File: src/rtl/fifo_skew_feeder_if.sv
// fifo_skew_if: bus between FIFO bank, skew feeder and systolic array
interface fifo_skew_if #(
  parameter int array_size = 9,
  parameter int data_size = 8,
  parameter int len_width = 8
);
  logic start;
  logic [len_width-1:0] length;
  logic [array_size-1:0] fifo_empty;
  logic [array_size*data_size-1:0] fifo_data;
  logic [array_size-1:0] fifo_r_en;
  logic [array_size*data_size-1:0] a_out;
  logic [array_size-1:0] a_valid;
  logic busy;
  logic done;
  modport master (
    output start, length, fifo_empty, fifo_data,
    input fifo_r_en, a_out, a_valid, busy, done
  );
  modport slave (
    input start, length, fifo_empty, fifo_data,
    output fifo_r_en, a_out, a_valid, busy, done
  );
endinterface

File: src/rtl/fifo_skew_feeder.sv
// fifo_skew_feeder: skewed lock-step reader from a FIFO bank into a systolic array
module fifo_skew_feeder #(
  parameter int array_size = 9,
  parameter int data_size = 8,
  parameter int len_width = 8
) (
  input logic s_clk,
  input logic clear,
  fifo_skew_if.slave bus
);
  localparam int tw = $clog2((1 << len_width) + array_size);
  localparam logic [1:0] idle = 2'd0;
  localparam logic [1:0] run = 2'd1;
  localparam logic [1:0] drain = 2'd2;
  localparam logic [1:0] fin = 2'd3;
  logic [1:0] state, nxt;
  logic [tw-1:0] t, last;
  logic [len_width-1:0] len_q;
  logic flush, stall;
  logic [array_size-1:0] active, r_en, rd_d1;
  logic [array_size*data_size-1:0] keep;
  for (genvar g = 0; g < array_size; g++) begin : g_lane
    assign active[g] = t >= tw'(g) && t < tw'(g) + tw'(len_q);
    assign keep[g*data_size +: data_size] = {data_size{rd_d1[g]}};
  end
  assign last = tw'(len_q) + tw'(array_size - 2);
  assign stall = |(active & bus.fifo_empty);
  assign r_en = (state == run && !stall) ? active : '0;
  assign bus.fifo_r_en = r_en;
  // next state: zero-length jobs skip straight to the completion pulse
  always_comb begin
    nxt = state == idle ? (bus.start ? (bus.length != '0 ? run : fin) : idle) :
          state == run ? ((!stall && t == last) ? drain : run) :
          state == drain ? (flush ? fin : drain) : idle;
  end
  // control: state, step counter (frozen on stall), drain counter and status flags
  always_ff @(posedge s_clk) begin
    if (clear) begin
      state <= idle;
      t <= '0;
      len_q <= '0;
      flush <= 1'b0;
      bus.busy <= 1'b0;
      bus.done <= 1'b0;
    end else begin
      state <= nxt;
      flush <= state == drain && !flush;
      bus.busy <= nxt != idle;
      bus.done <= nxt == fin;
      if (state == idle) begin
        t <= '0;
        if (bus.start) len_q <= bus.length;
      end else if (state == run && !stall) t <= t + 1'b1;
    end
  end
  // read pipeline: FIFO data is valid the cycle after its read and is registered out then
  always_ff @(posedge s_clk) begin
    if (clear) begin
      rd_d1 <= '0;
      bus.a_valid <= '0;
      bus.a_out <= '0;
    end else begin
      rd_d1 <= r_en;
      bus.a_valid <= rd_d1;
      bus.a_out <= bus.fifo_data & keep;
    end
  end
endmodule

File: src/flat_wrapper.sv
// flat-port wrapper written by rule: the top's interface ports become plain ports
module fifo_skew_feeder_flat 
#(
  parameter int array_size = 9,
  parameter int data_size = 8,
  parameter int len_width = 8
)
  (s_clk, clear, bus_start, bus_length, bus_fifo_empty, bus_fifo_data, bus_fifo_r_en, bus_a_out, bus_a_valid, bus_busy, bus_done);
  fifo_skew_if #(.array_size(array_size), .data_size(data_size), .len_width(len_width)) bus_i ();
  input logic s_clk;
  input logic clear;
  input wire logic [$bits(bus_i.start)-1:0] bus_start;
  input wire logic [$bits(bus_i.length)-1:0] bus_length;
  input wire logic [$bits(bus_i.fifo_empty)-1:0] bus_fifo_empty;
  input wire logic [$bits(bus_i.fifo_data)-1:0] bus_fifo_data;
  output wire logic [$bits(bus_i.fifo_r_en)-1:0] bus_fifo_r_en;
  output wire logic [$bits(bus_i.a_out)-1:0] bus_a_out;
  output wire logic [$bits(bus_i.a_valid)-1:0] bus_a_valid;
  output wire logic [$bits(bus_i.busy)-1:0] bus_busy;
  output wire logic [$bits(bus_i.done)-1:0] bus_done;
  assign bus_i.start = bus_start;
  assign bus_i.length = bus_length;
  assign bus_i.fifo_empty = bus_fifo_empty;
  assign bus_i.fifo_data = bus_fifo_data;
  assign bus_fifo_r_en = bus_i.fifo_r_en;
  assign bus_a_out = bus_i.a_out;
  assign bus_a_valid = bus_i.a_valid;
  assign bus_busy = bus_i.busy;
  assign bus_done = bus_i.done;
  fifo_skew_feeder #(.array_size(array_size), .data_size(data_size), .len_width(len_width)) u_core (.s_clk(s_clk), .clear(clear), .bus(bus_i));
endmodule
File: config.mk
export PLATFORM = sky130hd
export DESIGN_NAME = fifo_skew_feeder_flat
export DESIGN_NICKNAME = d
export VERILOG_FILES = /design/src/rtl/fifo_skew_feeder_if.sv /design/src/rtl/fifo_skew_feeder.sv /design/src/flat_wrapper.sv
export SDC_FILE = /design/constraint.sdc
export NUM_CORES = 1
export LEC_CHECK = 0
export CAP_MARGIN = 20
export CORE_MARGIN = 5
export CORE_UTILIZATION = 40
export CTS_CLUSTER_SIZE = 40
export DETAILED_ROUTE_END_ITERATION = 7
export PLACE_DENSITY = 0.73
export SYNTH_ARGS = -nofsm -noshare
export SYNTH_HDL_FRONTEND = slang
export SYNTH_SLANG_ARGS = --single-unit
File: constraint.sdc
create_clock -name s_clk -period 4.7 [get_ports s_clk]
set_input_delay 0.94 -clock s_clk [delete_from_list [all_inputs] [get_ports s_clk]]
set_output_delay 0.94 -clock s_clk [all_outputs]
set_load 0.02 [all_outputs]
==> impl_results.md <==
* Outcome: finished, final reports clean
* CTS H-tree lvls at 3
* Syn Area/Cell at 9.21 um^2
* Routed len/inst at 17.9 um
* Setup Viol. Count Final at 0
* Final nets at 998
* CP arrival at 3.58 ns
* Clock Sinks at 112
* Worst hold slack at 0.441 ns
* DP HPWL at 14,400 um
* Largest net degree at the start of global routing at 41
* Synth Register Bits at 112
* Wirelength, routed at 18,200 um
* CP max FO at 8
* Synthesis Warnings at 0
* Worst-path clk slew at 0.07 ns
* Startpoint Class: flop
* Setup crit end kind: primary output
* F_max at 221 MHz
* Rows at 44
* Pwr dens at 238 nW/um^2
* First-pass GRT wire length at 29,000 um
* Final clock skew at 0.00835 ns
* Starting Density at 40.6%
* Area Growth Syn to Fin at 43.2%
* Core area at 14,500 um^2
* Critical Path RT at 3.76 ns
* Final Worst Setup Slack at 0.176 ns
* Port bufs at 183
* Placer congestion estimate at 0.956
* Vias at 5,352
* Placed insts at 999
* Post-Syn Area at 5880 um^2
* Initial antenna violation count at 0
* Slew HR at 40.8%
* Maximum clock insertion buffer count at 2
* Worst vdd rail ir drop at 0.159 mV
* Post-Syn Instances at 638
* Vias in the first global route at 5,442
* GRT Util Overall at 20.6%
* Min Tclk post-route at 4.52 ns
* # DRC at 0
* Antenna viol nets, final at 0
* Die Area at 17,200 um^2
* # fillers at 1,234
* Slew @ Worst Pin at 0.887 ns
* Sequential area share after synthesis at 38.2%
* Dpl ws at -0.00991 ns
* CTS tree: yes
* Clock latency on the worst-skew pair at 0.35 ns
* LEAKAGE at 0.00340 uW
* Yosys cell types at 58
* Post-synth net total at 810
* Tcrit/Tclk final at 96.3%
* Post-route setup TNS at 0 ns
* Post-synth EDFFs at 0
* Clock buffer count from CTS at 9
* Buffer count from post-CTS setup fixing at 0
* HP Class: reg -> reg
* Root buf cell: clkbuf_16
* Max_cap viols at 0
* Remaining global-route overflow at 0
* DIE HEIGHT at 131 um
* DRT iter0 DRCs at 305
* Diodes inserted at 0
* Avg Vias per Cell at 5.27
* CP Class: reg -> out
* Final Hold Viols at 0
* Primary FF master, synth: dfxtp_1
* Asr flop ratio synth at 0%
* Layout cells sized above 1 at 9.03%
* Pre-antenna DRT Iters at 4
* Power after layout at 2000 uW
* I/O Pins at 184
* CTS Hold Bufs at 0
* Finished Layout Cells at 1,015
* Die width at 131 um
* Max Slew Vio Count at 0
[synth_stat cells (3+ instances only)]
cell type,count,area (um^2)
dfxtp_1,112,2240
ha_1,80,1000
and2_1,73,457
nand2_1,50,188
xnor2_1,37,324
a21oi_1,34,170
nor2_1,34,128
clkbuf_1,23,86.3
inv_1,22,82.6
nor2b_1,17,106
nand4_1,15,93.8
nand3_1,12,60.1
nor3_1,11,55.1
o21ai_0,9,45.0
or3_1,9,56.3
a21o_1,8,60.1
mux2i_1,8,80.1
nor4_1,7,43.8
a211oi_1,5,37.5
and3_1,5,31.3
nand2b_1,5,31.3
a31oi_1,4,25.0
o31ai_1,4,30.0
or2_2,4,25.0
buf_1,3,11.3
buf_2,3,15.0
nand3b_1,3,22.5
nor4b_1,3,26.3
[per-layer routing]
metal  routed length (um)  global-route usage, %  vias to the layer above
met4                  631                   9.41                        0
met2                 8760                   34.7                      243
met1                 7470                   24.5                     2493
li1                     -                      -                     2570
met5                    0                      0                        -
met3                 1360                   5.24                       46
[worst max-delay path, stage by stage (launching register included)]
cell and delay [ns]:
dfxtp_1 0.39, buf_4 0.18, ha_2 0.25, a21oi_2 0.10, or3_1 0.34, ha_1 0.33
nand4_1 0.14, a21oi_2 0.20, nor2_1 0.11, nor4b_4 0.28, buf_4 0.18, nand3_2 0.09
nor2_1 0.25, clkdlybuf4s15_1 0.38
[per-stage QoR]
| stage | utilization (%) | area (um^2) |
|---|---|---|
| after floorplan | - | 5880 |
| after global placement | 55.2 | 8000 |
| after detailed placement | 55.2 | 8000 |
| after CTS | 57.4 | 8320 |
| after global routing | 58.1 | 8410 |
| final | 58.1 | 8410 |
[kinds of logic (layout without fill, tap and decap cells)]
group | after synthesis | count (layout) | synth area share [%]
fa+ha+maj | 80 | 80 | 17.0
xor+xnor | 39 | 39 | 5.81
compound gates | 84 | 84 | 9.33
flops | 112 | 112 | 38.2
mux | 8 | 8 | 1.36
buf+inv | 53 | 246 | 3.45
simple gates | 262 | 262 | 24.9
[cell usage in the layout, fill, tap and decap left out, drive strengths merged, types with 9 or more instances in the layout]
cell type      count
buf               23
clkbuf            12
a21oi             34
o21ai              9
nor3              12
nor2              34
xnor2             37
or3               10
nor2b             17
nand4             15
inv               25
dfxtp            112
ha                80
and2              73
nand2             50
nand3             13
clkdlybuf4s50    174
[flip-flops by register name (all words and copies together) (netlist names)]
signal and cells:
u_core.t 9, u_core.bus.done 1, u_core.state 2, u_core.len_q 8, u_core.bus.a_out 72, u_core.bus.busy 1, u_core.rd_d1 9, u_core.flush 1
u_core.bus.a_valid 9
[power breakdown]
group / switching, uW / internal (uW)
Clock: 361 / 398
Sequential: 8.90 / 956
Combinational: 133 / 145
Total: 503 / 1500
[what timing repair did]
action / CTS / global route
resized for setup: 21 / 30
endpoints found under the setup margin: 9 / 9
pin swaps: 0 / 1
[final timing paths]
kind	from	end	slack [ns]	depth (start not counted)
max	u_core.len_q[1]	bus_fifo_r_en[1]	0.18	13
min	u_core.flush	u_core.flush	0.44	1
min reg2reg	u_core.flush	u_core.flush	0.44	1
max reg2reg	u_core.len_q[1]	u_core.state[1]	1.18	11
[layout make-up]
| class | count | area (um^2) | area share, % |
|---|---|---|---|
| multi-input combinational | 473 | 3540 | 42.1 |
| clock buffer | 11 | 253 | 3.00 |
| sequential | 112 | 2250 | 26.7 |
| timing repair buffer | 206 | 2010 | 23.9 |
| inverter | 24 | 90.1 | 1.07 |
| clock inverter | 5 | 48.8 | 0.580 |
| tap | 184 | 230 | 2.74 |
(Power assumes the default switching activity.)
